--- src/rtl/umult_acc.sv ---
// Accumulates N_TERMS unsigned products from the multiplier into one wide sum and hands it off.
// Optional UMULT_ACC_SATURATE_EN clamps the sum to all ones on carry-out instead of wrapping.
//
// state | meaning
// ACCUM | accepting products, building the sum
// DRAIN | sum finished, held on acc_out until out_ready
module umult_acc #(
  parameter int PW      = 128,
  parameter int ACC_W   = 132,
  parameter int N_TERMS = 16,
  parameter int CNT_W   = 8
) (
  input  logic             clk,
  input  logic             rst_n,
  input  logic             in_valid,
  output logic             in_ready,
  input  logic [PW-1:0]    product,
  input  logic             clear,
  output logic             out_valid,
  input  logic             out_ready,
  output logic [ACC_W-1:0] acc_out,
  output logic [CNT_W-1:0] term_cnt,
  output logic             overflow
);

  typedef enum logic {
    ACCUM = 1'b0,
    DRAIN = 1'b1
  } state_t;

  localparam logic [CNT_W-1:0] N_TC = CNT_W'(N_TERMS);

  state_t           state;
  state_t           state_nxt;
  logic [ACC_W-1:0] acc;
  logic [ACC_W:0]   prod_ext;
  logic [ACC_W:0]   sum;
  logic             carry;
  logic [ACC_W-1:0] acc_add;
  logic [CNT_W-1:0] cnt_inc;
  logic             last_term;
  logic             accept;
  logic             handoff;

  assign in_ready  = (state == ACCUM);
  assign out_valid = (state == DRAIN);
  assign acc_out   = acc;

  // clear wins over both accept and handoff
  assign accept    = in_valid & in_ready & ~clear;
  assign handoff   = out_ready & out_valid & ~clear;
  assign cnt_inc   = term_cnt + 1'b1;
  assign last_term = (cnt_inc == N_TC);

  always_comb begin
    prod_ext = '0;
    prod_ext[PW-1:0] = product;
    sum   = {1'b0, acc} + prod_ext;
    carry = sum[ACC_W];
`ifdef UMULT_ACC_SATURATE_EN
    acc_add = carry ? '1 : sum[ACC_W-1:0];
`else
    acc_add = sum[ACC_W-1:0];
`endif
  end

  always_comb begin
    state_nxt = state;
    if (clear) begin
      state_nxt = ACCUM;
    end else begin
      case (state)
        ACCUM:   if (accept && last_term) state_nxt = DRAIN;
        DRAIN:   if (handoff) state_nxt = ACCUM;
        default: state_nxt = ACCUM;
      endcase
    end
  end

  always_ff @(posedge clk or negedge rst_n) begin
    if (!rst_n) begin
      state <= ACCUM;
    end else begin
      state <= state_nxt;
    end
  end

  always_ff @(posedge clk or negedge rst_n) begin
    if (!rst_n) begin
      acc      <= '0;
      term_cnt <= '0;
      overflow <= 1'b0;
    end else if (clear || handoff) begin
      acc      <= '0;
      term_cnt <= '0;
      overflow <= 1'b0;
    end else if (accept) begin
      acc      <= acc_add;
      term_cnt <= cnt_inc;
      overflow <= overflow | carry;
    end
  end

endmodule
--- config.mk ---
export PLATFORM = sky130hd
export DESIGN_NAME = umult_acc
export DESIGN_NICKNAME = d
export VERILOG_FILES = /design/src/rtl/umult_acc.sv
export SDC_FILE = /design/constraint.sdc
export NUM_CORES = 1
export LEC_CHECK = 0
export ABC_AREA = 1
export CORE_UTILIZATION = 30
export CTS_BUF_LIST = sky130_fd_sc_hd__clkbuf_16
export CTS_CLUSTER_SIZE = 16
export DETAILED_ROUTE_END_ITERATION = 6
export GPL_ROUTABILITY_DRIVEN = 0
export PLACE_DENSITY_LB_ADDON = 0.08
export RECOVER_POWER = 100
export SLEW_MARGIN = 20
export SYNTH_ARGS = -nofsm -noshare
export SYNTH_HDL_FRONTEND = slang
export SYNTH_SLANG_ARGS = --single-unit
--- constraint.sdc ---
create_clock -name clk -period 2 [get_ports clk]
set_input_delay 0.4 -clock clk [delete_from_list [all_inputs] [get_ports clk]]
set_output_delay 0.4 -clock clk [all_outputs]
set_load 0.1 [all_outputs]
==> impl_metrics.csv, run 1 <==
group,metric,value,unit
final_layout,antenna-diode-count,0,
detailed_routing,vias_per_cell,5.122,
pwr,p_comb_share,71.8,%
cts,htree_levels,4,
setup_path,crit_buf_inv,2,
grt,grt_start_max_net_pins,52,
placement,io_buffers,275,
setup_path,slowest_delay,490,ps
timing,relSlewSlack,38.30,%
yosys,netlist_instances,3413,
cts,cts.sinks,142,
setup_path,critPathTopFamily,"simple AND/OR/NAND/NOR gates",
grt,grt_pass1_wl,153300,µm
status,violations,"setup timing",
yosys,ys_warn_count,0,
yosys,synth_area,18430,µm²
floorplanning,die_w,249.9,µm
setup_path,cp_cell_sequence,"ha_4, nand2_2, nor2_4, nand2_2, nor2_2, inv_1, nor2_4, inv_2, nor3_4, nand3_1, nand3_2, nand3_1, nand2_1, nor2_1",
job,maxCapViolations,0,
final_layout,multi_input_area,20440,µm²
yosys,synthDominantCellAreaShare,27.84,%
worst_hold_path,hold_class,"input port to async pin",
setup_path,slowest_stage,"dfrtp_4",
pwr,vdd_drop_max,0.8362,mV
detailed_routing,drt-total-wl,109400,µm
yosys,yosys_most_used_dff,"dfrtp_1",
yosys,synth.area.top_cells,"nand2_1 (28%), dfrtp_1 (19%), inv_1 (12%)",
timing,worst_slew_pin_slew,925.6,ps
detailed_routing,vias,27360,
pwr,p_leak,18.96,nW
floorplanning,die-area,62430,µm²
timing,setup_ws,-562.1,ps
cts,cts_tree,"built",
detailed_routing,drc,0,
grt,grt_use_met1,43.34,%
setup_path,cp.required,2410,ps
cts,clockRootBuffer,"clkbuf_16",
grt,grtUsageMet3,6.873,%
setup_path,cp_max_fo,5,
yosys,syn_nets,3677,
cts,cts_max_path_buffers,2,
pwr,powerDensity,671.3,nW/µm²
grt,grt_overflow,0,
pwr,internal_power,0.01247,W
yosys,synth_edf_count,0,
final_layout,fill_cells,5113,
final_layout,layout.area.seq,4031,µm²
final_layout,syn_to_final_growth,108.0,%
yosys,async_reset_ff_share,100.0,%
timing,setup_viol,129,
pwr,seqPwrFrac,15.0,%
detailed_routing,ant_nets,0,
yosys,yosysUniqueCellTypes,39,
final_layout,layout-drive-gt1-share,57.63,%
detailed_routing,wire_per_inst,20.48,µm
pwr,power_switching,0.01326,W
final_layout,fin_nets,4811,
setup_path,arrival,2970,ps
timing,rsz0062_at_grt,"yes",
timing,final.setup.tns,-48160,ps
pwr,swShare,51.52,%
setup_path,endpoint_kind,"register",
timing,fmax,0.3903,GHz
detailed_routing,drt_iter0_drc,2736,
grt,globalRouteMet2Util,49.53,%
floorplanning,num_rows,90,
floorplanning,io_pins,276,
yosys,yosysSeqAreaShare,19.28,%
yosys,ys_ff_latch,142,
timing,final_max_slew_viol_count,0,
final_layout,utilization,63.39,%
floorplanning,initial_utilization,30.48,%
detailed_routing,first_pass_iters,6,
grt,grtUsageTotal,32.60,%
timing,timing_hold_violations_final,0,
grt,grt_pass1_vias,25780,
grt,antenna_found_initial,3,
timing,post-route-min-period,2562,ps
floorplanning,coreArea,60470,µm²
timing,final.setup_skew,25.99,ps
floorplanning,fp.dieH,249.9,µm
cts,worstSkewPairLatency,530,ps
pwr,pwr-share-clk,13.2,%
placement,dpl.hpwl,83380,µm
yosys,netlist.top_cell.by_area,"nand2_1",
setup_path,start_kind,"register",
status,status,"finished, violations left",
yosys,syn_avg_cell_area,5.400,µm²
cts,clk_pin_slew_worst_paths,90,ps
timing,fin_crit_sh,128.1,%
cts,cts_buffers,17,
setup_path,critical_path_class,"register to register",
grt,top_usage_layer,"met2",
-- synthesized netlist by cell type, types with 4 or more instances --
| library cell | n |
|---|---|
| nand2_1 | 1367 |
| inv_1 | 596 |
| nor2_1 | 398 |
| a21oi_1 | 206 |
| nand3_1 | 159 |
| dfrtp_1 | 142 |
| ha_1 | 130 |
| o21ai_0 | 116 |
| o21bai_1 | 41 |
| nor2_2 | 29 |
| nand3b_1 | 24 |
| nor3_1 | 21 |
| clkbuf_1 | 18 |
| inv_2 | 16 |
| nand2_2 | 16 |
| o21ai_1 | 16 |
| nand4_1 | 15 |
| nor3_2 | 14 |
| xnor2_1 | 9 |
| o31ai_1 | 8 |
| buf_1 | 7 |
| o21a_1 | 7 |
| or2_1 | 7 |
| nand3_2 | 6 |
| nor4_1 | 6 |
| xor2_1 | 6 |
| a32o_1 | 4 |
| buf_2 | 4 |
| or2_2 | 4 |
-- worst paths after layout --
kind	start	end	slack [ps]	cells past startpoint
max in group asynchronous	rst_n	acc_out[117]	40	3
max reg2reg	acc_out[54]	acc_out[130]	-560	14
min in group clk	overflow	overflow	570	2
min reg2reg	overflow	overflow	570	2
min	rst_n	acc_out[104]	480	2
max	acc_out[54]	acc_out[130]	-560	14
-- kinds of logic (layout without fill, tap and decap cells) --
group                    after synthesis  after routing  share of synthesized area (%)
AO/OA/AOI/OAI                        413            413                          12.30
XOR/XNOR                              15             15                         0.7129
adder cells (fa/ha/maj)              131            131                          8.935
buffers and inverters                643           1790                          13.12
flip-flops                           142            142                          19.28
AND/OR/NAND/NOR                     2069           2069                          45.64
-- power by group through the flow --
| stage | registers [W] | logic [W] | clock network (W) |
|---|---|---|---|
| 6_report | 0.00385 | 0.0185 | 0.00340 |
| 2_1_floorplan | 0.00657 | 0.00539 | 0 |
| 4_1_cts | 0.00385 | 0.0177 | 0.00346 |
| 3_5_place_dp | 0.00390 | 0.0151 | 0 |
| 5_1_grt | 0.00389 | 0.0193 | 0.00352 |
| 3_3_place_gp | 0.00390 | 0.0151 | 0 |
-- state kept, by name, summed over array words and instances (netlist names) --
| name | cells |
|---|---|
| term_cnt | 8 |
| acc_out | 132 |
| overflow | 1 |
| out_valid | 1 |
-- final cells by class --
| type | instances | share of cell area, % |
|---|---|---|
| Multi-Input combinational cell | 2628 | 53.33 |
| Clock buffer | 17 | 1.110 |
| Timing Repair Buffer | 1144 | 25.96 |
| Inverter | 614 | 6.166 |
| Clock inverter | 15 | 0.3591 |
| Sequential cell | 142 | 10.52 |
| Tap cell | 782 | 2.553 |
-- cells in the final DEF (no fill, tap or decap), types with 24 or more instances in the layout --
cell type | synthesis | layout
nand2_1 | 1367 | 856
buf_4 | 0 | 667
inv_1 | 596 | 446
nand2_2 | 16 | 310
nand2_4 | 0 | 195
nor2_4 | 1 | 188
buf_6 | 0 | 164
inv_2 | 16 | 144
nor2_1 | 398 | 131
clkdlybuf4s50_1 | 0 | 130
dfrtp_4 | 0 | 125
ha_4 | 0 | 124
nor2_2 | 29 | 109
clkbuf_4 | 0 | 109
a21oi_2 | 2 | 100
nand3_1 | 159 | 74
o21ai_1 | 16 | 71
nand3_2 | 6 | 65
a21oi_1 | 206 | 61
a21oi_4 | 0 | 47
buf_12 | 0 | 40
o21ai_2 | 3 | 30
o21ai_0 | 116 | 27
nand3_4 | 0 | 26
nand3b_1 | 24 | 24
-- layer usage --
metal	share of wire, %	vias up	routed length (µm)
met5	0.025	-	27
met4	6.4	4	6954
met3	9.9	382	10820
met2	43	1421	46900
met1	41	12730	44710
li1	-	12830	-
-- per-stage QoR --
step / hold WS (ps) / instances / area [µm²] / worst slack (ps) / total power [W]
floorplan: 104.4 / 3413 / 21490 / -322.5 / 0.01196
global placement: 295.5 / 5132 / 31640 / -1195 / 0.01902
detailed placement: 296.9 / 5132 / 31640 / -1189 / 0.01905
CTS: 309.3 / 5275 / 37250 / -501.8 / 0.02498
global route: 500.7 / 5342 / 38330 / -681.4 / 0.02670
finish: 484.0 / 5342 / 38330 / -562.1 / 0.02573
-- timing repair --
action,in CTS,in global routing
setup endpoints to repair,120,127
resized for setup,1180,599
endpoints found under the hold margin,16,0
hold buffers,1,0
pin swaps,462,377
gates cloned,0,0
setup buffers,125,71
Power figures use the tool's default switching activity.
==> run 2: changes to the inputs <==
--- a/config.mk
+++ b/config.mk
@@ -6,7 +6,7 @@
 export NUM_CORES = 1
 export LEC_CHECK = 0
 export ABC_AREA = 1
-export CORE_UTILIZATION = 30
+export CORE_UTILIZATION = 50
 export CTS_BUF_LIST = sky130_fd_sc_hd__clkbuf_16
 export CTS_CLUSTER_SIZE = 16
 export DETAILED_ROUTE_END_ITERATION = 6
==> impl_metrics.csv, run 2 <==
group,metric,value,unit
floorplanning,initial_utilization,51.31,%
yosys,synthXorXnorAreaFrac,0.7129,%
status,status,"did not finish",
yosys,synth_top_family_by_area,"simple AND/OR/NAND/NOR gates",
placement,numPlacedInstances,4672,
yosys,post_synth_fa_ha_maj_area_fraction,8.935,%
yosys,synth.area.top_cells,"nand2_1 (28%), dfrtp_1 (19%), inv_1 (12%)",
yosys,synth-compound-area-share,12.30,%
floorplanning,io_pins,276,
yosys,synthDominantCellAreaShare,27.84,%
cts,clockRootBuffer,"clkbuf_16",
floorplanning,die_w,194.0,µm
placement,dpl.hpwl,77360,µm
status,tool.error,"[ERROR GRT-0116] Global routing finished with congestion. Check the congestion regions in the DRC Viewer.",
grt,grt_start_max_net_pins,51,
yosys,synthSimpleGateAreaFrac,45.64,%
cts,htree_levels,4,
yosys,synth_area,18430,µm²
yosys,synth_mux_area_share,0,%
status,haltStage,"global routing (5_1_grt)",
grt,grt_pass1_wl,198700,µm
floorplanning,fp.dieH,194.0,µm
placement,placed_cell_area,30070,µm²
yosys,syn_nets,3677,
yosys,synth_commonest_cells,"nand2_1 (1367), inv_1 (596), nor2_1 (398), a21oi_1 (206), nand3_1 (159)",
yosys,yosysSeqAreaShare,19.28,%
cts,cts.sinks,142,
grt,grt_overflow,2,
yosys,yosysMostFrequentCell,"nand2_1",
grt,grt_pass1_vias,33940,
floorplanning,num_rows,69,
cts,cts_max_path_buffers,2,
yosys,ys_ff_latch,142,
yosys,yosysUniqueCellTypes,39,
yosys,netlist.top_cell.by_area,"nand2_1",
yosys,async_reset_ff_share,100.0,%
yosys,yosys_most_used_dff,"dfrtp_1",
placement,io_buffers,275,
yosys,ys_warn_count,0,
yosys,synth_edf_count,0,
yosys,netlist_instances,3413,
grt,grtUsageTotal,69.51,%
cts,cts_buffers,17,
yosys,syn_avg_cell_area,5.400,µm²
[run 2: cell counts after synthesis]
No cell type changed its count.
[run 2: cell families after synthesis]
logic type      after synthesis
flops                       142
xor+xnor                     15
fa+ha+maj                   131
compound gates              413
buf+inv                     643
simple gates               2069
[run 2: stage by stage]
step | util, % | setup slack, ps
2_1_floorplan | - | -322.5
3_3_place_gp | 83.74 | -1079
3_5_place_dp | 83.74 | -1176
4_1_cts | 90.99 | -389.5
[run 2: per-layer routing]
metal	overflow	GRT usage, %
met5	0	30.01
met4	1	64.20
met3	0	55.64
met2	1	87.50
met1	0	68.82
[run 2: repair_timing]
item                       4_1_cts
resized for setup              506
hold endpoints to repair        17
pin swaps                      121
setup endpoints to repair      121
hold buffers                     1
setup buffers                   51
==> run 3: changes to the inputs <==
--- a/config.mk
+++ b/config.mk
@@ -6,12 +6,10 @@
 export NUM_CORES = 1
 export LEC_CHECK = 0
 export ABC_AREA = 1
-export CORE_UTILIZATION = 50
-export CTS_BUF_LIST = sky130_fd_sc_hd__clkbuf_16
-export CTS_CLUSTER_SIZE = 16
+export CORE_UTILIZATION = 35
 export DETAILED_ROUTE_END_ITERATION = 6
 export GPL_ROUTABILITY_DRIVEN = 0
-export PLACE_DENSITY_LB_ADDON = 0.08
+export PLACE_DENSITY_LB_ADDON = 0.15
 export RECOVER_POWER = 100
 export SLEW_MARGIN = 20
 export SYNTH_ARGS = -nofsm -noshare
==> constraint.sdc (replaced) <==
create_clock -name clk -period 2.6 [get_ports clk]
set_input_delay 0.52 -clock clk [delete_from_list [all_inputs] [get_ports clk]]
set_output_delay 0.52 -clock clk [all_outputs]
set_load 0.1 [all_outputs]
==> impl_metrics.csv, run 3 (synthesized netlist as in run 1, its figures left out) <==
group,metric,value,unit
timing,fmax,0.3794,GHz
timing,relSlewSlack,22.60,%
floorplanning,initial_utilization,35.63,%
final_layout,largest_register_ffs,132,
grt,grt_start_max_net_pins,94,
cts,clk_pin_slew_worst_paths,70,ps
detailed_routing,first_pass_iters,7,
detailed_routing,drt-total-wl,93300,µm
setup_path,rr_worst_depth,18,
timing,holdWs,441.7,ps
cts,cts.sinks,142,
timing,final_max_slew_viol_count,0,
grt,grt_pass1_vias,23380,
final_layout,layout-drive-gt1-share,32.09,%
setup_path,slowest_delay,420,ps
detailed_routing,drt_iter0_drc,2556,
grt,grtUsageTotal,33.86,%
timing,post-route-min-period,2636,ps
timing,worst_slew_pin_slew,1166,ps
setup_path,critical_path_class,"input port to register",
status,violations,"DRC, setup timing",
status,status,"finished, violations left",
timing,rsz0062_at_grt,"yes",
setup_path,cp.required,2990,ps
final_layout,fin_nets,4633,
floorplanning,io_pins,276,
grt,grt_pass1_wl,135900,µm
pwr,powerDensity,541.2,nW/µm²
cts,clockRootBuffer,"clkbuf_16",
cts,htree_levels,4,
cts,cts_max_path_buffers,2,
setup_path,arrival,3020,ps
placement,io_buffers,275,
setup_path,crit_top_cell,"nand2_1",
grt,antenna_found_initial,0,
setup_path,start_kind,"input port",
timing,fin_crit_sh,101.4,%
timing,final.setup_skew,14.04,ps
floorplanning,die_w,231.5,µm
worst_hold_path,min_path_cells,4,
pwr,p_leak,15.87,nW
setup_path,endpoint_kind,"register",
floorplanning,die-area,53580,µm²
floorplanning,coreArea,51720,µm²
final_layout,layout_common_cells,"nand2_1 (1269), buf_4 (804), inv_1 (589)",
final_layout,layout_commonest_cell,"nand2_1",
detailed_routing,drc,8,
timing,setup_viol,2,
grt,grt_overflow,0,
floorplanning,num_rows,83,
final_layout,fill_cells,5259,
setup_path,slowest_stage,"clkdlybuf4s50_1",
detailed_routing,vias,25350,
job,maxCapViolations,0,
cts,worstSkewPairLatency,510,ps
pwr,vdd_drop_max,0.5742,mV
placement,dpl.hpwl,77020,µm
placement,place_ws,-815.3,ps
detailed_routing,ant_nets,0,
cts,cts_tree,"built",
timing,timing_hold_violations_final,0,
timing,setup_ws,-35.65,ps
worst_hold_path,hold_class,"input port to register",
final_layout,syn_to_final_growth,61.86,%
floorplanning,fp.dieH,231.5,µm
detailed_routing,vias_per_cell,5.007,
setup_path,ff2ff_setup_slack,30,ps
setup_path,cp_max_fo,4,
setup_path,cp_cell_sequence,"clkdlybuf4s50_1, ha_1, a21oi_1, o21bai_1, nand2_1, nand2_1, inv_1, nand2_1, a21oi_1, nand2_2, buf_4, or2_2, nand3_1, nand2_1",
cts,cts_buffers,17,
detailed_routing,wire_per_inst,18.43,µm
## run 3: where the power goes
group | total, W | internal [W] | switching, W
Clock | 0.00255 | 0.00134 | 0.00121
Sequential | 0.00279 | 0.00249 | 0.000301
Combinational | 0.0108 | 0.00402 | 0.00679
Total | 0.0161 | 0.00784 | 0.00830
## run 3: stage by stage
step                std cells  total power (W)  instance area [µm²]  util [%]  setup TNS [ps]
floorplan                3413         0.008079                18460         -               0
CTS                      5045          0.01518                27570     53.31          -3.763
global placement         5009          0.01246                26780     51.78          -56490
global route             5062          0.01696                29830     57.67           -1463
finish                   5063          0.01614                29830     57.68          -57.92
detailed placement       5009          0.01248                26780     51.78          -57090
## run 3: worst paths after layout
kind,endpoint,from
max in group asynchronous,out_valid,rst_n
min reg2reg,acc_out[91],acc_out[91]
min in group asynchronous,acc_out[40],rst_n
max,acc_out[56],product[49]
min,acc_out[0],product[0]
max reg2reg,acc_out[62],acc_out[0]
## run 3: worst max-delay path, delay by kind of cell
family	cells	cell delay, ps
buf+inv	3	670
simple gates	7	790
fa+ha+maj	1	370
compound gates	3	650
## run 3: what timing repair did
item | in CTS | in global routing
hold buffers | 1 | 0
endpoints found under the setup margin | 44 | 96
pin swaps | 6 | 49
hold endpoints to repair | 10 | 0
buffers inserted | 3 | 17
resized for setup | 50 | 489
## run 3: final cells by class
| cell class | instances | area, µm² | share of cell area (%) |
|---|---|---|---|
| well taps | 680 | 850.8 | 2.852 |
| multi-input cells | 2628 | 14820 | 49.68 |
| flip-flops and latches | 142 | 3588 | 12.03 |
| repair buffers | 966 | 7705 | 25.83 |
| diodes | 1 | 2.502 | 0.008389 |
| inverters | 614 | 2306 | 7.731 |
| clock buffers | 19 | 442.9 | 1.485 |
| clock inverters | 13 | 115.1 | 0.3859 |
## run 3: routing by layer
metal	vias up	wire length [µm]	share of wire, %	GRT usage [%]
met5	-	0	0	0
met4	0	4570	4.9	14.65
met3	230	10310	11	7.985
met2	1261	38760	42	50.59
met1	11410	39660	43	46.06
li1	12450	-	-	-
